<file path="config.mk">
export PLATFORM = sky130hd
export DESIGN_NAME = pll_lock_sequencer_flat
export DESIGN_NICKNAME = d
export VERILOG_FILES = /design/src/rtl/pll_lock_sequencer_if.sv /design/src/rtl/pll_lock_sequencer.sv /design/src/flat_wrapper.sv
export SDC_FILE = /design/constraint.sdc
export NUM_CORES = 1
export LEC_CHECK = 0
export CORE_MARGIN = 2
export CORE_UTILIZATION = 45
export CTS_CLUSTER_DIAMETER = 40
export DETAILED_ROUTE_END_ITERATION = 12
export PLACE_DENSITY_LB_ADDON = 0.05
export SYNTH_ARGS = -nofsm -noshare
export SYNTH_HDL_FRONTEND = slang
export SYNTH_SLANG_ARGS = --single-unit
</file>
<file path="constraint.sdc">
create_clock -name clk_i -period 2.2 [get_ports clk_i]
set_input_delay 0.33 -clock clk_i [delete_from_list [all_inputs] [get_ports clk_i]]
set_output_delay 0.33 -clock clk_i [all_outputs]
set_load 0.01 [all_outputs]
</file>
<file path="src/rtl/pll_lock_sequencer_if.sv">
// Signal bundle between the PLL lock sequencer (master) and the PLL / PLL-clocked
// logic it controls (slave).
interface pll_lock_sequencer_if;
  logic       pll_lock_i;
  logic       pll_rstn_o;
  logic       sys_rstn_o;
  logic       locked_o;
  logic       fault_o;
  logic [7:0] relock_cnt_o;

  modport master (
    input  pll_lock_i,
    output pll_rstn_o,
    output sys_rstn_o,
    output locked_o,
    output fault_o,
    output relock_cnt_o
  );

  modport slave (
    output pll_lock_i,
    input  pll_rstn_o,
    input  sys_rstn_o,
    input  locked_o,
    input  fault_o,
    input  relock_cnt_o
  );
endinterface

</file>
<file path="src/rtl/pll_lock_sequencer.sv">
// PLL power-up / lock sequencer: resets the PLL, waits for a stable lock, then releases system reset.
// Optional macro PLL_SEQ_AUTO_RELOCK_EN: lock loss in RUN restarts the sequence instead of faulting.
module pll_lock_sequencer #(
  parameter int RST_HOLD_CYC     = 16,
  parameter int LOCK_STABLE_CYC  = 32,
  parameter int LOCK_TIMEOUT_CYC = 1000,
  parameter int MAX_RETRY        = 3
) (
  input  logic                 clk_i,
  input  logic                 rstn_i,
  pll_lock_sequencer_if.master bus
);

  typedef enum logic [2:0] {
    RESET_HOLD,
    WAIT_LOCK,
    STABLE,
    RUN,
    FAULT
  } state_t;

  localparam int MAX_AB  = (RST_HOLD_CYC > LOCK_STABLE_CYC) ? RST_HOLD_CYC : LOCK_STABLE_CYC;
  localparam int MAX_CYC = (MAX_AB > LOCK_TIMEOUT_CYC) ? MAX_AB : LOCK_TIMEOUT_CYC;
  localparam int CNT_W   = $clog2(MAX_CYC + 1);
  localparam int RETRY_W = (MAX_RETRY < 1) ? 1 : $clog2(MAX_RETRY + 1);

  localparam logic [CNT_W-1:0]   HOLD_LAST    = CNT_W'(RST_HOLD_CYC - 1);
  localparam logic [CNT_W-1:0]   STABLE_LAST  = CNT_W'(LOCK_STABLE_CYC - 1);
  localparam logic [CNT_W-1:0]   TIMEOUT_LAST = CNT_W'(LOCK_TIMEOUT_CYC - 1);
  localparam logic [RETRY_W-1:0] RETRY_LIMIT  = RETRY_W'(MAX_RETRY);

  state_t             state_q, state_d;
  logic [CNT_W-1:0]   cnt_q, cnt_d;
  logic [RETRY_W-1:0] retry_q, retry_d;
  logic [7:0]         relock_q, relock_d;
  logic [1:0]         sync_q;
  logic               lock_s;
  logic               pll_rstn_q, sys_rstn_q, locked_q, fault_q;

  assign lock_s = sync_q[1];

  // Output flops are loaded from the next state so they always line up with state_q.
  always_ff @(posedge clk_i) begin
    if (!rstn_i) begin
      sync_q     <= '0;
      state_q    <= RESET_HOLD;
      cnt_q      <= '0;
      retry_q    <= '0;
      relock_q   <= '0;
      pll_rstn_q <= 1'b0;
      sys_rstn_q <= 1'b0;
      locked_q   <= 1'b0;
      fault_q    <= 1'b0;
    end else begin
      sync_q     <= {sync_q[0], bus.pll_lock_i};
      state_q    <= state_d;
      cnt_q      <= cnt_d;
      retry_q    <= retry_d;
      relock_q   <= relock_d;
      pll_rstn_q <= (state_d == WAIT_LOCK) || (state_d == STABLE) || (state_d == RUN);
      sys_rstn_q <= (state_d == RUN);
      locked_q   <= (state_d == RUN);
      fault_q    <= (state_d == FAULT);
    end
  end

  always_comb begin
    state_d  = state_q;
    cnt_d    = cnt_q + CNT_W'(1);
    retry_d  = retry_q;
    relock_d = relock_q;
    unique case (state_q)
      RESET_HOLD: begin
        if (cnt_q == HOLD_LAST) begin
          state_d = WAIT_LOCK;
          cnt_d   = '0;
        end
      end
      WAIT_LOCK: begin
        if (lock_s) begin
          state_d = STABLE;
          cnt_d   = '0;
        end else if (cnt_q == TIMEOUT_LAST) begin
          retry_d = retry_q + RETRY_W'(1);
          cnt_d   = '0;
          state_d = (retry_d == RETRY_LIMIT) ? FAULT : RESET_HOLD;
        end
      end
      STABLE: begin
        if (!lock_s) begin
          state_d = WAIT_LOCK;
          cnt_d   = '0;
        end else if (cnt_q == STABLE_LAST) begin
          state_d = RUN;
          cnt_d   = '0;
          retry_d = '0;
        end
      end
      RUN: begin
        cnt_d = '0;
        if (!lock_s) begin
          if (relock_q != 8'hFF) begin
            relock_d = relock_q + 8'd1;
          end
`ifdef PLL_SEQ_AUTO_RELOCK_EN
          state_d = RESET_HOLD;
          retry_d = '0;
`else
          state_d = FAULT;
`endif
        end
      end
      FAULT: begin
        // Terminal until rstn_i; freeze the counter so it cannot wrap.
        cnt_d = cnt_q;
      end
      default: begin
        state_d = RESET_HOLD;
        cnt_d   = '0;
      end
    endcase
  end

  assign bus.pll_rstn_o   = pll_rstn_q;
  assign bus.sys_rstn_o   = sys_rstn_q;
  assign bus.locked_o     = locked_q;
  assign bus.fault_o      = fault_q;
  assign bus.relock_cnt_o = relock_q;

endmodule

</file>
<file path="src/flat_wrapper.sv">
// flat-port wrapper written by rule: the top's interface ports become plain ports
module pll_lock_sequencer_flat 
#(
  parameter int RST_HOLD_CYC     = 16,
  parameter int LOCK_STABLE_CYC  = 32,
  parameter int LOCK_TIMEOUT_CYC = 1000,
  parameter int MAX_RETRY        = 3
)
  (clk_i, rstn_i, bus_pll_lock_i, bus_pll_rstn_o, bus_sys_rstn_o, bus_locked_o, bus_fault_o, bus_relock_cnt_o);
  pll_lock_sequencer_if bus_i ();
  input  logic clk_i;
  input  logic rstn_i;
  input wire logic [$bits(bus_i.pll_lock_i)-1:0] bus_pll_lock_i;
  output wire logic [$bits(bus_i.pll_rstn_o)-1:0] bus_pll_rstn_o;
  output wire logic [$bits(bus_i.sys_rstn_o)-1:0] bus_sys_rstn_o;
  output wire logic [$bits(bus_i.locked_o)-1:0] bus_locked_o;
  output wire logic [$bits(bus_i.fault_o)-1:0] bus_fault_o;
  output wire logic [$bits(bus_i.relock_cnt_o)-1:0] bus_relock_cnt_o;
  assign bus_i.pll_lock_i = bus_pll_lock_i;
  assign bus_pll_rstn_o = bus_i.pll_rstn_o;
  assign bus_sys_rstn_o = bus_i.sys_rstn_o;
  assign bus_locked_o = bus_i.locked_o;
  assign bus_fault_o = bus_i.fault_o;
  assign bus_relock_cnt_o = bus_i.relock_cnt_o;
  pll_lock_sequencer #(.RST_HOLD_CYC(RST_HOLD_CYC), .LOCK_STABLE_CYC(LOCK_STABLE_CYC), .LOCK_TIMEOUT_CYC(LOCK_TIMEOUT_CYC), .MAX_RETRY(MAX_RETRY)) u_core (.clk_i(clk_i), .rstn_i(rstn_i), .bus(bus_i));
endmodule
</file>
* Word level (Yosys, flattened, before mapping)
Index checks and enable logic that the tools add are counted.
** Storage, ports and cells
- Register bits after elaboration :: 28
- Bits in latches :: 0
- RAM bits :: 0
- Memory bits (read-only) :: 0
- Input port bits :: 3
- Output and inout port bits :: 12
- Logic and storage cells :: 54
- Memories :: 0
** Operators by class
- Add/sub/neg operators :: 3
- Multiply operators :: 0
- Divide/modulo/power cells :: 0
- Magnitude comparators :: 0
- Eq/ne operators :: 17
- Shift operators :: 0
- Mux-type cells :: 19
- Bitwise logic cells :: 1
- Reduce and logical (&&, ||, !) cells :: 6
** Operators by type and width (number)
- $mux 10 :: 5
- $pmux 10 s4 :: 1
- $mux 3 :: 7
- $pmux 3 s5 :: 1
- $eq 3x2->1 const B :: 4
- $add 10x1->10 const B :: 1
- $eq 10x10->1 const B :: 1
- $eq 10x4->1 const B :: 1
- $eq 10x5->1 const B :: 1
- $add 8x1->8 const B :: 1
- $mux 2 :: 4
- $ne 8x8->1 const B :: 1
- $eq 3x1->1 const B :: 2
- $eq 3x3->1 const B :: 2
- $ne 2x1->1 const B :: 3
- $reduce_and 5->1 :: 1
- $pmux 2 s2 :: 1
- $logic_not 3->1 :: 1
- $reduce_and 3->1 :: 1
- $add 2x1->2 const B :: 1
- $eq 2x2->1 const B :: 1
- $logic_or 1x1->1 :: 2
- $ne 2x2->1 const B :: 1
- $reduce_bool 2->1 :: 1
- $not 1->1 :: 1

* Longest topological paths before layout
- Depth in word-level cells :: 9
- Gate-level depth with buffers :: 6
- Gate-level depth less buffers :: 6

* Worst setup path after synthesis
Ideal clock, no wire load.
- Path type :: reg-to-reg
- From :: reg u_core.state_q[0]
- To :: reg u_core.retry_q[0]
- Data arrival time :: 1.416 ns
- Path slack :: 0.670 ns
- Stages on the path, launching flop included :: 6
- Clock period less this slack :: 1.530 ns
- Path through :: dfxtp_1 > buf_6 > or3b_1 > o41a_1 > o21a_1 > a21o_1
** On the way
- Word-level cells in the longest chain between the ends :: 3
- Elaborated cells between the ends (all ways) :: 9
- Classes of those cells :: eq/ne (6); mux (1); reduce/logical (2)
** Ends and longest elaborated chain
- from (decl) :: line pll_lock_sequencer.sv:32 : state_t state_q, state_d;
- from (signal assigned) :: line pll_lock_sequencer.sv:56 : state_q <= state_d;
- $eq 3x2->1 or $eq 3x1->1 (tied branches) :: line pll_lock_sequencer.sv:72 : unique case (state_q)
- $ne 2x1->1 (no source line), or another cell as far along
- $reduce_and 5->1 (no source line)
- to (signal assigned) :: line pll_lock_sequencer.sv:58 : retry_q <= retry_d;
- to (decl) :: line pll_lock_sequencer.sv:34 : logic [RETRY_W-1:0] retry_q, retry_d;
Several ways; a longest one is shown, not always the timed one.
A chain may end at the register's enable or synchronous reset.

* Worst setup path in the final report
- From :: reg u_core.cnt_q[7]
- To :: reg u_core.cnt_q[3]
** On the way
- Word-level cells in the longest chain between the ends :: 4
- Elaborated cells between the ends (all ways) :: 9
- Classes of those cells :: eq/ne (3); mux (6)
** Ends and longest elaborated chain
- from (decl) :: line pll_lock_sequencer.sv:33 : logic [CNT_W-1:0] cnt_q, cnt_d;
- from (signal assigned) :: line pll_lock_sequencer.sv:57 : cnt_q <= cnt_d;
- $eq 10x5->1 or $eq 10x10->1 (tied branches) :: line pll_lock_sequencer.sv:93, pll_lock_sequencer.sv:83
- $mux 10, on equally long branches :: line pll_lock_sequencer.sv:93, pll_lock_sequencer.sv:83
- $mux 10, on equally long branches :: line pll_lock_sequencer.sv:90, pll_lock_sequencer.sv:80
- $pmux 10 s4 (*) :: line pll_lock_sequencer.sv:72
Mark *: on every way between the ends. The rest lies on a longest branch, timed or not.

==> results.tsv <==
metric	value	unit
yosys warns	0	
post-CTS setup buffers	0	
most frequent cells in the layout	dfxtp_1, nor2_1, clkdlybuf4s50_1, xor2_1, nand3_1	
Area Growth Syn to Fin	13.3	%
Cell Count Post-Placement	181	
CTS Buf Count	3	
Clock Latency Late Sink	0.32	ns
I/O pins	15	
drt total wl	2390	um
DR vias/cell	5.38	
utilization after layout	0.548	
number of global-route vias before repair	1033	
RSZ-0062 raised after global routing	false	
Final TNS setup	0	ns
Yosys reg bits	28	
commonest non-fill, non-tap cell in the layout	dfxtp_1	
Remaining Overflow, GRT	0	
via count	995	
final slew viol count	0	
max-cap violation count	0	
number of flops mapped to enable cells by yosys	0	
Max stage delay on crit path	0.53	ns
DIE WIDTH	58.9	um
Multi-input gate area	736	um^2
min-delay worst type	flip-flop to flip-flop	
Leak Pwr	0.553	nW
origin of the worst setup path	u_core.cnt_q[7]	
Resize count post-CTS	0	
IO buf count	14	
Crit Path Category	flip-flop to flip-flop	
Synth cell types	43	
min-delay src	u_core.sync_q[0]	
DIE AREA	3470	um^2
Primary FF master, synth	dfxtp_1	
Post-synth ARST share	0	
Slowest cell on crit path	nor4_1	
clk_skew	0.00263	ns
Rel. slew slack	0.635	
chip height	58.9	um
Avg Cell Area, Syn	9.70	um^2
Synth Instances	140	
status	finished clean	
final hold slack	0.453	ns
CTS Root Cell	clkbuf_4	
Reg2Reg Setup Slack	0.45	ns
largest net degree at the start of global routing	16	
R2R depth	5	
# fillers	260	
dpl hpwl	1760	um
first-iteration detailed-routing DRC count	8	
GRT Total Usage	0.162	
Nets	161	
num rows	19	
initial antenna violation count	0	
startpoint type of the worst setup path	flip-flop	
final setup fails	0	
critical path arrival	1.98	ns
Detail Route Antenna Nets	0	
diode count	0	
endpoint of the worst-slack reg-to-reg timing path	u_core.cnt_q[3]	
worst r2r src	u_core.cnt_q[7]	
Starting Density	0.484	
Sink Count	28	
peak supply drop	0.000278	V
crit path capture	u_core.cnt_q[3]	
# hold bufs at CTS	0	
area of the mapped netlist	1360	um^2
Tmin final	1.75	ns
sequential area share after synthesis	0.413	
Critical Path, Cell by Cell	nor4_1 > nand3_1 > o2bb2ai_4 > o21ai_4 > nor2_1	
H-tree depth	1	
Initial DRT Pass Iterations	4	
CP Capture Type	flip-flop	
Final period util	0.798	
PD cells	517	nW/um^2
core area	2810	um^2
CTS max path bufs	2	
Slew @ Worst Pin	0.542	ns
Fin. Hold Viols	0	
DRC Markers	0	
Fmax achieved	0.570	GHz
storage element area	561	um^2
critical path required time	2.42	ns
routability cong.	0.726	
Synth Net Count	146	
fin cells	185	
Worst Path Max Fanout	7	
clock-pin slew on the worst setup and hold paths	0.14	ns
Avg WL per Cell	12.9	um
CTS tree	built	
share of cells above drive strength 1	0.0909	
global-route wire length before repair	4390	um
critical path: cells and delay by family, from the launching register on:
kind / cells / cell delay [ns]
AND/OR/NAND/NOR: 3 / 0.83
AO/OA/AOI/OAI: 2 / 0.45
flip-flops: 1 / 0.37
cells by family (layout without fill, tap and decap cells):
kind of cell	Yosys count	count (layout)	synth area share
DFF	28	28	0.413
adders and majority gates	3	3	0.0277
buffers and inverters	9	23	0.0452
and+or+nand+nor	67	67	0.291
AOI/OAI and AO/OA	16	16	0.112
muxes	2	2	0.0147
xor gates and xnor gates	15	15	0.0968
layer usage:
metal | routed length, um | global-route usage | vias to the layer above
met5 | 0 | 0 | -
li1 | - | - | 521
met3 | 53 | 0.0286 | 2
met2 | 1160 | 0.273 | 12
met4 | 17 | 0.0649 | 0
met1 | 1160 | 0.205 | 460
power by group:
part           internal (W)  switching [W]  total (W)  leakage, nW
clock network      0.000101       0.000143   0.000244       0.0210
logic             0.0000142      0.0000162  0.0000304        0.305
registers          0.000514     0.00000661   0.000520        0.227
total              0.000629       0.000165   0.000794        0.553
synthesized netlist by cell type, types with 2 or more instances:
library cell,instances,area share
dfxtp_1,28,0.41
nor2_1,21,0.058
xor2_1,11,0.071
nand3_1,8,0.029
nand2_1,7,0.019
and2_1,6,0.028
xnor2_1,4,0.026
buf_6,3,0.025
ha_1,3,0.028
inv_1,3,0.0083
nand3b_1,3,0.017
nand4_1,3,0.014
o21a_1,3,0.017
a31oi_1,2,0.0092
and4_1,2,0.013
mux2i_1,2,0.015
nand4bb_1,2,0.017
nor2b_1,2,0.0092
nor3_1,2,0.0074
nor3b_1,2,0.011
through the flow:
| stage | cell area, um^2 | setup WS [ns] | total power, W |
|---|---|---|---|
| 6_report | 1540 | 0.445 | 0.000794 |
| 3_3_place_gp | 1500 | 0.468 | 0.000561 |
| 2_1_floorplan | 1360 | 0.670 | 0.000550 |
| 4_1_cts | 1540 | 0.416 | 0.000809 |
| 3_5_place_dp | 1500 | 0.443 | 0.000562 |
| 5_1_grt | 1540 | 0.217 | 0.000837 |
registers in the layout, indices dropped and copies added (netlist names):
| signal | count |
|---|---|
| u_core.cnt_q | 10 |
| u_core.bus.relock_cnt_o | 8 |
| u_core.state_q | 3 |
| u_core.retry_q | 2 |
| u_core.sync_q | 2 |
| u_core.bus.fault_o | 1 |
| u_core.bus.pll_rstn_o | 1 |
| u_core.bus.sys_rstn_o | 1 |
layout make-up:
type | instances | area share
clock buffer | 4 | 0.0236
multi-input combinational | 103 | 0.478
sequential | 28 | 0.365
timing repair buffer | 16 | 0.101
inverter | 3 | 0.00732
tap | 31 | 0.0252
how the worst min path moves through the flow:
stage                        to  depth (start not counted)
2_1_floorplan  u_core.sync_q[1]                          1
3_3_place_gp   u_core.sync_q[1]                          1
3_5_place_dp   u_core.sync_q[1]                          1
4_1_cts        u_core.sync_q[1]                          1
5_1_grt        u_core.sync_q[1]                          1
6_report       u_core.sync_q[1]                          1
Power figures use the tool's default switching activity.
